===== config.mk =====
export PLATFORM = sky130hd
export DESIGN_NAME = nv_nvdla_pdp_rdma_burst_ig
export DESIGN_NICKNAME = d
export VERILOG_FILES = /design/src/rtl/nv_nvdla_pdp_rdma_burst_ig.sv
export SDC_FILE = /design/constraint.sdc
export NUM_CORES = 1
export LEC_CHECK = 0
export BUFFER_PORTS_ARGS = -buffer_cell sky130_fd_sc_hd__clkbuf_2
export CORE_MARGIN = 8
export CORE_UTILIZATION = 40
export CTS_BUF_LIST = sky130_fd_sc_hd__clkbuf_8
export DETAILED_ROUTE_END_ITERATION = 7
export GPL_ROUTABILITY_DRIVEN = 0
export GPL_TIMING_DRIVEN = 0
export SLEW_MARGIN = 5
export SYNTH_ARGS = -nofsm -noshare
export SYNTH_HDL_FRONTEND = slang
export SYNTH_SLANG_ARGS = --single-unit

===== constraint.sdc =====
create_clock -name nvdla_core_clk -period 11.71 [get_ports nvdla_core_clk]
set_clock_uncertainty 0.2 [all_clocks]
set_input_delay 1.7565 -clock nvdla_core_clk [delete_from_list [all_inputs] [get_ports nvdla_core_clk]]
set_output_delay 1.7565 -clock nvdla_core_clk [all_outputs]
set_load 0.03 [all_outputs]

===== src/rtl/nv_nvdla_pdp_rdma_burst_ig.sv =====
// PDP read-DMA ingress engine: walks one cube-read command line by line, splits
// each line into credit-gated bursts to MCIF or CVIF and pushes one context entry per burst.
module nv_nvdla_pdp_rdma_burst_ig #(
    parameter int AW             = 64,
    parameter int MAX_BURST      = 8,
    parameter int ATOM_BYTES     = 32,
    parameter int LAT_FIFO_DEPTH = 256
) (
    input  logic            nvdla_core_clk,
    input  logic            nvdla_core_rstn,
    input  logic            cmd_valid,
    output logic            cmd_ready,
    input  logic [AW-1:0]   cmd_addr,
    input  logic [12:0]     cmd_line_num,
    input  logic [12:0]     cmd_line_atoms,
    input  logic [31:0]     cmd_line_stride,
    input  logic            cmd_ram_type,
    output logic            pdp2mcif_rd_req_valid,
    input  logic            pdp2mcif_rd_req_ready,
    output logic [AW+14:0]  pdp2mcif_rd_req_pd,
    output logic            pdp2cvif_rd_req_valid,
    input  logic            pdp2cvif_rd_req_ready,
    output logic [AW+14:0]  pdp2cvif_rd_req_pd,
    input  logic            mcif_cdt_pop,
    input  logic            cvif_cdt_pop,
    output logic            ig2cq_pvld,
    input  logic            ig2cq_prdy,
    output logic [5:0]      ig2cq_pd,
    output logic [31:0]     perf_read_stall,
    output logic            cdt_err,
    output logic            done
);

    localparam int CW  = 16;
    localparam int ASH = $clog2(ATOM_BYTES);
    localparam logic [CW-1:0] DEPTH_C = CW'(LAT_FIFO_DEPTH);

    typedef enum logic [1:0] {
        ST_IDLE  = 2'd0,
        ST_ISSUE = 2'd1,
        ST_DRAIN = 2'd2,
        ST_DONE  = 2'd3
    } state_t;

    state_t          state_q, state_d;
    logic            ram_q;
    logic [12:0]     line_num_q;
    logic [12:0]     line_atoms_q;
    logic [31:0]     stride_q;
    logic [AW-1:0]   line_base_q;
    logic [12:0]     atom_off_q;
    logic [12:0]     line_idx_q;
    logic            all_cmt_q;
    logic            req_vld_q;
    logic [AW+14:0]  req_pd_q;
    logic [CW-1:0]   mc_cdt_q;
    logic [CW-1:0]   cv_cdt_q;
    logic [31:0]     perf_q;
    logic            err_q;

    logic [13:0]     rem_s;
    logic            line_end_s;
    logic [4:0]      size_s;
    logic [4:0]      size_m1_s;
    logic            last_line_s;
    logic            last_cube_s;
    logic [CW-1:0]   sel_cdt_s;
    logic            sel_rdy_s;
    logic            out_drain_s;
    logic            accept_s;
    logic            commit_s;
    logic [AW-1:0]   burst_addr_s;
    logic [CW-1:0]   mc_dec_s;
    logic [CW-1:0]   cv_dec_s;
    logic [CW:0]     mc_nxt_s;
    logic [CW:0]     cv_nxt_s;

    // Returns {overflow, next_count}; a pop that would exceed the FIFO depth is dropped and flagged.
    function automatic logic [CW:0] cdt_next(input logic [CW-1:0] cnt,
                                             input logic [CW-1:0] dec,
                                             input logic          pop);
        logic [CW-1:0] after;
        logic          ovf;
        after = cnt - dec;
        ovf   = pop & (after == DEPTH_C);
        if (pop && !ovf) begin
            cdt_next = {1'b0, after + CW'(1'b1)};
        end else begin
            cdt_next = {ovf, after};
        end
    endfunction

    assign rem_s        = {1'b0, line_atoms_q} - {1'b0, atom_off_q} + 14'd1;
    assign line_end_s   = (rem_s <= 14'(MAX_BURST));
    assign size_s       = line_end_s ? rem_s[4:0] : 5'(MAX_BURST);
    assign size_m1_s    = size_s - 5'd1;
    assign last_line_s  = (line_idx_q == line_num_q);
    assign last_cube_s  = last_line_s & line_end_s;
    assign sel_cdt_s    = ram_q ? mc_cdt_q : cv_cdt_q;
    assign sel_rdy_s    = ram_q ? pdp2mcif_rd_req_ready : pdp2cvif_rd_req_ready;
    assign out_drain_s  = req_vld_q & sel_rdy_s;
    assign accept_s     = (state_q == ST_IDLE) & cmd_valid;
    assign commit_s     = (state_q == ST_ISSUE) & ~all_cmt_q & (~req_vld_q | out_drain_s)
                        & (sel_cdt_s >= CW'(size_s)) & ig2cq_prdy;
    assign burst_addr_s = line_base_q + (AW'(atom_off_q) << ASH);

    assign mc_dec_s = (commit_s & ram_q)  ? CW'(size_s) : {CW{1'b0}};
    assign cv_dec_s = (commit_s & ~ram_q) ? CW'(size_s) : {CW{1'b0}};
    assign mc_nxt_s = cdt_next(mc_cdt_q, mc_dec_s, mcif_cdt_pop);
    assign cv_nxt_s = cdt_next(cv_cdt_q, cv_dec_s, cvif_cdt_pop);

    // Next-state logic of the command walker.
    always_comb begin
        state_d = state_q;
        case (state_q)
            ST_IDLE: begin
                if (accept_s) begin
                    state_d = ST_ISSUE;
                end else begin
                    state_d = ST_IDLE;
                end
            end
            ST_ISSUE: begin
                if (all_cmt_q && (!req_vld_q || out_drain_s)) begin
                    state_d = ST_DRAIN;
                end else begin
                    state_d = ST_ISSUE;
                end
            end
            ST_DRAIN: begin
                if (sel_cdt_s == DEPTH_C) begin
                    state_d = ST_DONE;
                end else begin
                    state_d = ST_DRAIN;
                end
            end
            ST_DONE: state_d = ST_IDLE;
            default: state_d = ST_IDLE;
        endcase
    end

    // State register.
    always_ff @(posedge nvdla_core_clk or negedge nvdla_core_rstn) begin
        if (!nvdla_core_rstn) begin
            state_q <= ST_IDLE;
        end else begin
            state_q <= state_d;
        end
    end

    // Command latch and line/atom walk position.
    always_ff @(posedge nvdla_core_clk or negedge nvdla_core_rstn) begin
        if (!nvdla_core_rstn) begin
            ram_q        <= 1'b0;
            line_num_q   <= 13'd0;
            line_atoms_q <= 13'd0;
            stride_q     <= 32'd0;
            line_base_q  <= {AW{1'b0}};
            atom_off_q   <= 13'd0;
            line_idx_q   <= 13'd0;
            all_cmt_q    <= 1'b0;
        end else if (accept_s) begin
            ram_q        <= cmd_ram_type;
            line_num_q   <= cmd_line_num;
            line_atoms_q <= cmd_line_atoms;
            stride_q     <= cmd_line_stride;
            line_base_q  <= cmd_addr;
            atom_off_q   <= 13'd0;
            line_idx_q   <= 13'd0;
            all_cmt_q    <= 1'b0;
        end else if (commit_s) begin
            if (line_end_s) begin
                atom_off_q  <= 13'd0;
                line_idx_q  <= line_idx_q + 13'd1;
                line_base_q <= line_base_q + AW'(stride_q);
                all_cmt_q   <= last_cube_s;
            end else begin
                atom_off_q  <= atom_off_q + 13'(MAX_BURST);
            end
        end
    end

    // Request output register, held stable until the selected interface accepts it.
    always_ff @(posedge nvdla_core_clk or negedge nvdla_core_rstn) begin
        if (!nvdla_core_rstn) begin
            req_vld_q <= 1'b0;
            req_pd_q  <= {(AW+15){1'b0}};
        end else if (commit_s) begin
            req_vld_q <= 1'b1;
            req_pd_q  <= {15'(size_m1_s), burst_addr_s};
        end else if (out_drain_s) begin
            req_vld_q <= 1'b0;
        end
    end

    // Per-interface latency-FIFO credits; pops are honoured in every state.
    always_ff @(posedge nvdla_core_clk or negedge nvdla_core_rstn) begin
        if (!nvdla_core_rstn) begin
            mc_cdt_q <= DEPTH_C;
            cv_cdt_q <= DEPTH_C;
            err_q    <= 1'b0;
        end else begin
            mc_cdt_q <= mc_nxt_s[CW-1:0];
            cv_cdt_q <= cv_nxt_s[CW-1:0];
            err_q    <= err_q | mc_nxt_s[CW] | cv_nxt_s[CW];
        end
    end

    // Saturating back-pressure counter, restarted by each new command.
    always_ff @(posedge nvdla_core_clk or negedge nvdla_core_rstn) begin
        if (!nvdla_core_rstn) begin
            perf_q <= 32'd0;
        end else if (accept_s) begin
            perf_q <= 32'd0;
        end else if (req_vld_q && !sel_rdy_s && (perf_q != 32'hFFFF_FFFF)) begin
            perf_q <= perf_q + 32'd1;
        end
    end

    assign cmd_ready             = (state_q == ST_IDLE);
    assign pdp2mcif_rd_req_valid = req_vld_q & ram_q;
    assign pdp2cvif_rd_req_valid = req_vld_q & ~ram_q;
    assign pdp2mcif_rd_req_pd    = ram_q ? req_pd_q : {(AW+15){1'b0}};
    assign pdp2cvif_rd_req_pd    = ram_q ? {(AW+15){1'b0}} : req_pd_q;
    assign ig2cq_pvld            = commit_s;
    assign ig2cq_pd              = commit_s ? {last_cube_s, last_line_s, size_m1_s[3:0]} : 6'd0;
    assign perf_read_stall       = perf_q;
    assign cdt_err               = err_q;
    assign done                  = (state_q == ST_DONE);

endmodule


Yosys cells after proc, flatten, opt, wreduce, memory -nomap -nowiden
Cells that the tools add are included.
- add/sub/neg operators: 12
- magnitude comparators: 2
- reductions and logical operators: 16
- multiplexer cells: 30
- bitwise operators: 19
- eq/ne operators: 8
- operator list (cell ; count):
    $mux 64 ; 3
    $mux 69 ; 2
    $mux 13 ; 6
    $add 64x18->64 ; 1
    $add 64x32->64 ; 1
    $mux 32 ; 2
    $eq 16x9->1 const B ; 3
    $mux 17 ; 2
    $add 16x1->16 const B ; 2
    $add 32x1->32 const B ; 1
    $ne 32x32->1 const B ; 1
    $sub 16x5->16 ; 2
    $ge 16x5->1 ; 1
    $mux 16 ; 1
    $mux 5 ; 3
    $add 14x1->14 const B ; 1
    $le 14x4->1 const B ; 1
    $sub 13x13->14 ; 1
    $add 13x1->13 const B ; 1
    $add 13x4->13 const B ; 1
    $and 1x1->1 ; 13
    $eq 13x13->1 ; 1
    $mux 1 ; 8
    $pmux 2 s4 ; 1
    13 further kinds ; 28
- input bits: 131
- output and inout bits: 202
- register bits after elaboration: 287
- word-level logic and storage cells: 102

Depth between registers and ports, before layout
- depth in word-level cells: 17
- gate-level depth with buffers: 33
- gate-level depth less buffers: 30

Least setup slack after synthesis
Ideal clock, no wire load.
- kind: register to register
- start point: register atom_off_q[3]
- end point: register mc_cdt_q[1]
- arrival: 7.192 ns
- slack: 4.191 ns
- stages on the path, launching flop included: 32
- required time: 11.382 ns
- library setup time: 0.128 ns
- buffers on the path: 4
- clock period less this slack: 7.519 ns
- cells stage by stage: dfrtp_1 -> inv_1 -> ha_1 -> ha_1 -> a21o_1 -> a211oi_1 -> o22ai_1 -> or3_1 -> nor4_1 -> and3b_1 -> clkbuf_1 -> nand2_1 -> ha_1 -> a21o_1 -> a211o_1 -> o211ai_1 -> a311o_1 -> inv_1 -> clkbuf_1 -> clkbuf_1 -> nand4_1 -> ha_1 -> nor2b_1 -> o21ai_0 -> a21boi_1 -> or2_2 -> clkbuf_1 -> or4_1 -> o311a_1 -> a2111oi_2 -> nand2b_1 -> mux2_1
- longest elaborated chain between the ends: 15
- elaborated cells between the ends (all ways): 16
- classes of those cells: 4 x add/sub; 2 x order compare; 1 x eq/ne; 3 x mux; 4 x bitwise; 2 x reduce/logical
- ends and longest elaborated chain (what ; line ; RTL):
    from (decl) ; 51 ; logic [12:0] atom_off_q;
    from (signal assigned) ; 178 ; atom_off_q <= atom_off_q + 13'(MAX_BURST);
    $sub 13x13->14 (*) ; 93 ; assign rem_s = {1'b0, line_atoms_q} - {1'b0, atom_off_q} + 14'd1;
    $add 14x1->14 (*) ; 93 ;
    $le 14x4->1 ; 94 ; assign line_end_s = (rem_s <= 14'(MAX_BURST));
    $mux 5 (*) ; 95 ; assign size_s = line_end_s ? rem_s[4:0] : 5'(MAX_BURST);
    $ge 16x5->1 (*) ; 104 ; & (sel_cdt_s >= CW'(size_s)) & ig2cq_prdy;
    $and 1x1->1 (*) (2 in a row) ; 104 ;
    via ig2cq_pvld ; 26 ; output logic ig2cq_pvld,
    $and 1x1->1 (*) ; 107 ; assign mc_dec_s = (commit_s & ram_q) ? CW'(size_s) : {CW{1'b0}};
    $mux 5 (*) ; 107 ;
    $sub 16x5->16 (*) ; 84 ; after = cnt - dec;
    branches (longest 4 deep; another with $add 16x1->16) ; n/a ;
    $mux 17 (*) ; 86 ; if (pop && !ovf) begin
    via mc_nxt_s[1] ; 75 ; logic [CW:0] mc_nxt_s;
    to (signal assigned) ; 203 ; mc_cdt_q <= mc_nxt_s[CW-1:0];
    to (decl) ; 56 ; logic [CW-1:0] mc_cdt_q;
Mark *: on every way through the listed nets, which the timed path passes.
A chain may end at the register's enable or synchronous reset.

Worst setup path in the final report
- start point: register atom_off_q[5]
- end point: output ig2cq_pd[2]
- longest elaborated chain between the ends: 8
- elaborated cells between the ends (all ways): 9
- classes of those cells: 3 x add/sub; 2 x order compare; 2 x mux; 2 x bitwise
- ends and longest elaborated chain (what ; line ; RTL):
    $sub 13x13->14 (*) ; 93 ;
    $add 14x1->14 (*) ; 93 ;
    $le 14x4->1 (*) ; 94 ;
    $mux 5 (*) ; 95 ;
    $ge 16x5->1 ; 104 ;
    $and 1x1->1 (2 in a row) ; 104 ;
    $mux 6 (*) ; 226 ; assign ig2cq_pd = commit_s ? {last_cube_s, last_line_s, size_m1_s[3:0]} : 6'd0;
    to (decl) ; 28 ; output logic [5:0] ig2cq_pd,
Every way passes the cells marked *; elsewhere a longest branch is shown, timed or not.

==> metrics <==
PD cells=201 mW/mm2; crit-path max FO=10; WL/cell=19.7 um; DRT iter0 DRCs=1,467; final period utilization=84.8%; Clk network pwr share=22.4%; DR vias=18,000; DIE WIDTH=234 um; dpl hpwl=50,900 um; sw frac=44.1%; Total Power=4.55 mW; CP Class=flop to primary output; CTS max path bufs=3; area of the core=0.0473 mm2; distinct cell type count after synthesis=92; critical path launch point=atom_off_q[5]; sequential share of power=33.3%; vias in the first global route=17,700; Main synth FF type=dfrtp_1; Num CTS Buffers=51; number of buffers added on ports=312; Max Freq=0.101 GHz; RSZ-0062 raised after global routing=no; num ports=333; Slew Limit Fails=0; Final Instance Area=0.0226 mm2; Initial Util=40.1%; area grow syn2layout=19.1%; die height=234 um; Worst-Margin Slew=1.26 ns; Setup Fix Bufs, Post-CTS=0; layout net count=2,888; slowest cell delay on critical path=0.91 ns; maximum vdd drop=0.0000883 V; sequential fraction of the synthesis area=37.4%; TritonCTS clock tree=yes; FF-to-FF Start=atom_off_q[5]; EDFF count, synth=0; Post-synth ARST share=100%; minimum clock period=9.93 ns; CP Launch Type=flop; commonest non-fill, non-tap cell in the layout=nand2_1; Hold-fix buffers, CTS=0; largest net degree at the start of global routing=91; layout cell share with drive strength beyond 1=17.6%; status=finished, final reports clean; initial antenna violation count=1; Synth Instances=2,274; Post-CTS Resized=0; CP arrival=7.98 ns; Internal=2.55 mW; leakage power total=11.1 nW; endpoints failing hold=0; cell area after synthesis=0.0190 mm2; Row Count=80; Worst-Skew Late Latency=0.68 ns; slew margin rel.=14.7%; Net Switching=2.01 mW; ANT nets after route=0; setup ws final=1.78 ns; die area=0.0547 mm2; post-synthesis average cell area=8.35 um2; hold_sp=stride_q[6]; sequence of cells on the critical path=inv_1 > ha_1 > ha_1 > o21ai_0 > o21ai_0 > a21oi_1 > o311ai_0 > nand3b_1 > nor2_1 > ha_1 > nand2b_1 > a21o_1 > a211o_1 > o211ai_1 > a311o_1 > clkbuf_1 > clkbuf_1 > clkbuf_1 > nor2_1 > clkbuf_2; Hold Path Class=flop to flop; Required @ worst endpoint=9.75 ns; Area after DPL=0.0215 mm2; max cap viols=0; Cells after DPL=3,227; sum of buffers and inverters on the critical path=5; H-tree depth=2; flops & latches, synth=284; WL final=65,500 um; Residual DRC=0; most frequent cells in the layout=422 x nand2_1, 311 x clkbuf_2, 282 x dfrtp_1; Ys Warns=0; setup TNS=0 ns; vias per cell=5.41; combinational share of power=44.3%; Tot GR Track Use=23.5%; Worst-path clk slew=0.06 ns; Slowest-stage cell, CP=o311ai_0; GRT overflow=0; clk sinks=284; pre-CTS WS=1.97 ns; first-pass GRT wire length=100,000 um; DR pass1 iterations=6; Root Driver=clkbuf_8; crit end category=primary output; final setup violation count=0; delay-heaviest family, CP=compound AO/OA/AOI/OAI gates; Non-Filler Instances=3,323
[synth_stat cells, types with 25 or more instances]
library cell / number / area, um2
a21oi_1: 74 / 370
nor2_1: 181 / 679
and3_1: 34 / 213
nand4_1: 46 / 288
nor3_1: 39 / 195
xnor2_1: 99 / 867
and2_1: 91 / 569
a31oi_1: 36 / 225
a21o_1: 25 / 188
inv_1: 58 / 218
nand2_1: 422 / 1580
clkbuf_1: 86 / 323
ha_1: 88 / 1100
o21ai_0: 125 / 626
dfrtp_1: 282 / 7060
xor2_1: 97 / 850
nand3_1: 76 / 380
nor2b_1: 84 / 526
[final cells by class]
cell class,instances,area [um2]
antenna,2,5.00
clock buffer,66,908
inverter,58,218
buffer,129,586
fill,4746,24700
tap,615,769
clock inverter,28,198
sequential,284,7110
multi-input combinational,1826,11200
timing repair buffer,315,1650
[metrics by stage]
| step | util [%] | hold slack [ns] |
|---|---|---|
| 6_report | 47.8 | 0.282 |
| 5_1_grt | 47.7 | 0.308 |
| 4_1_cts | 47.7 | 0.288 |
| 3_5_place_dp | 45.4 | 0.271 |
| 3_3_place_gp | 45.2 | 0.267 |
| 2_1_floorplan | - | 0.245 |
[state kept, by name, indices dropped and copies added (netlist names), 2 cells and up]
signal	cells
line_num_q	13
cv_cdt_q	16
line_idx_q	13
req_pd_q	69
line_base_q	64
line_atoms_q	13
atom_off_q	10
stride_q	32
mc_cdt_q	16
state_q	2
perf_read_stall	32
[worst paths after layout]
| kind | to | slack (ns) | cells after the start |
|---|---|---|---|
| max in group asynchronous | line_base_q[24] | 9.25 | 3 |
| max reg2reg | cv_cdt_q[12] | 1.86 | 30 |
| min | stride_q[6] | 0.28 | 2 |
| min reg2reg | stride_q[6] | 0.28 | 2 |
| max | ig2cq_pd[2] | 1.78 | 20 |
| min in group asynchronous | mc_cdt_q[10] | 0.82 | 1 |
[cell families after synthesis]
group                      synth area share, %
other                                   0.0395
and+or+nand+nor                           28.2
muxes                                     1.71
xor gates and xnor gates                  9.04
DFF                                       37.4
adders and majority gates                 6.22
AOI/OAI and AO/OA                         13.1
buffers and inverters                     4.23
[power groups by stage]
stage	registers, mW	clock network [mW]	logic (mW)
after CTS	1.51	1.04	2.00
after global placement	1.52	0	1.95
after global routing	1.55	1.09	2.24
after floorplan	1.42	0	1.48
after detailed placement	1.53	0	1.99
final	1.52	1.02	2.01
[routing by layer]
metal	track usage, %	wire, um
met1	30.9	28300
met2	38.1	30300
met3	4.21	4500
met4	9.12	2320
met5	0	41
[worst register-to-register path: cells and delay by family (launching register included)]
family	cells	cell delay, ns
AOI/OAI and AO/OA	13	3.69
buffers and inverters	4	1.87
adders and majority gates	5	1.65
and+or+nand+nor	7	1.61
DFF	1	0.56
xor gates and xnor gates	1	0.14
(Power assumes the default switching activity.)
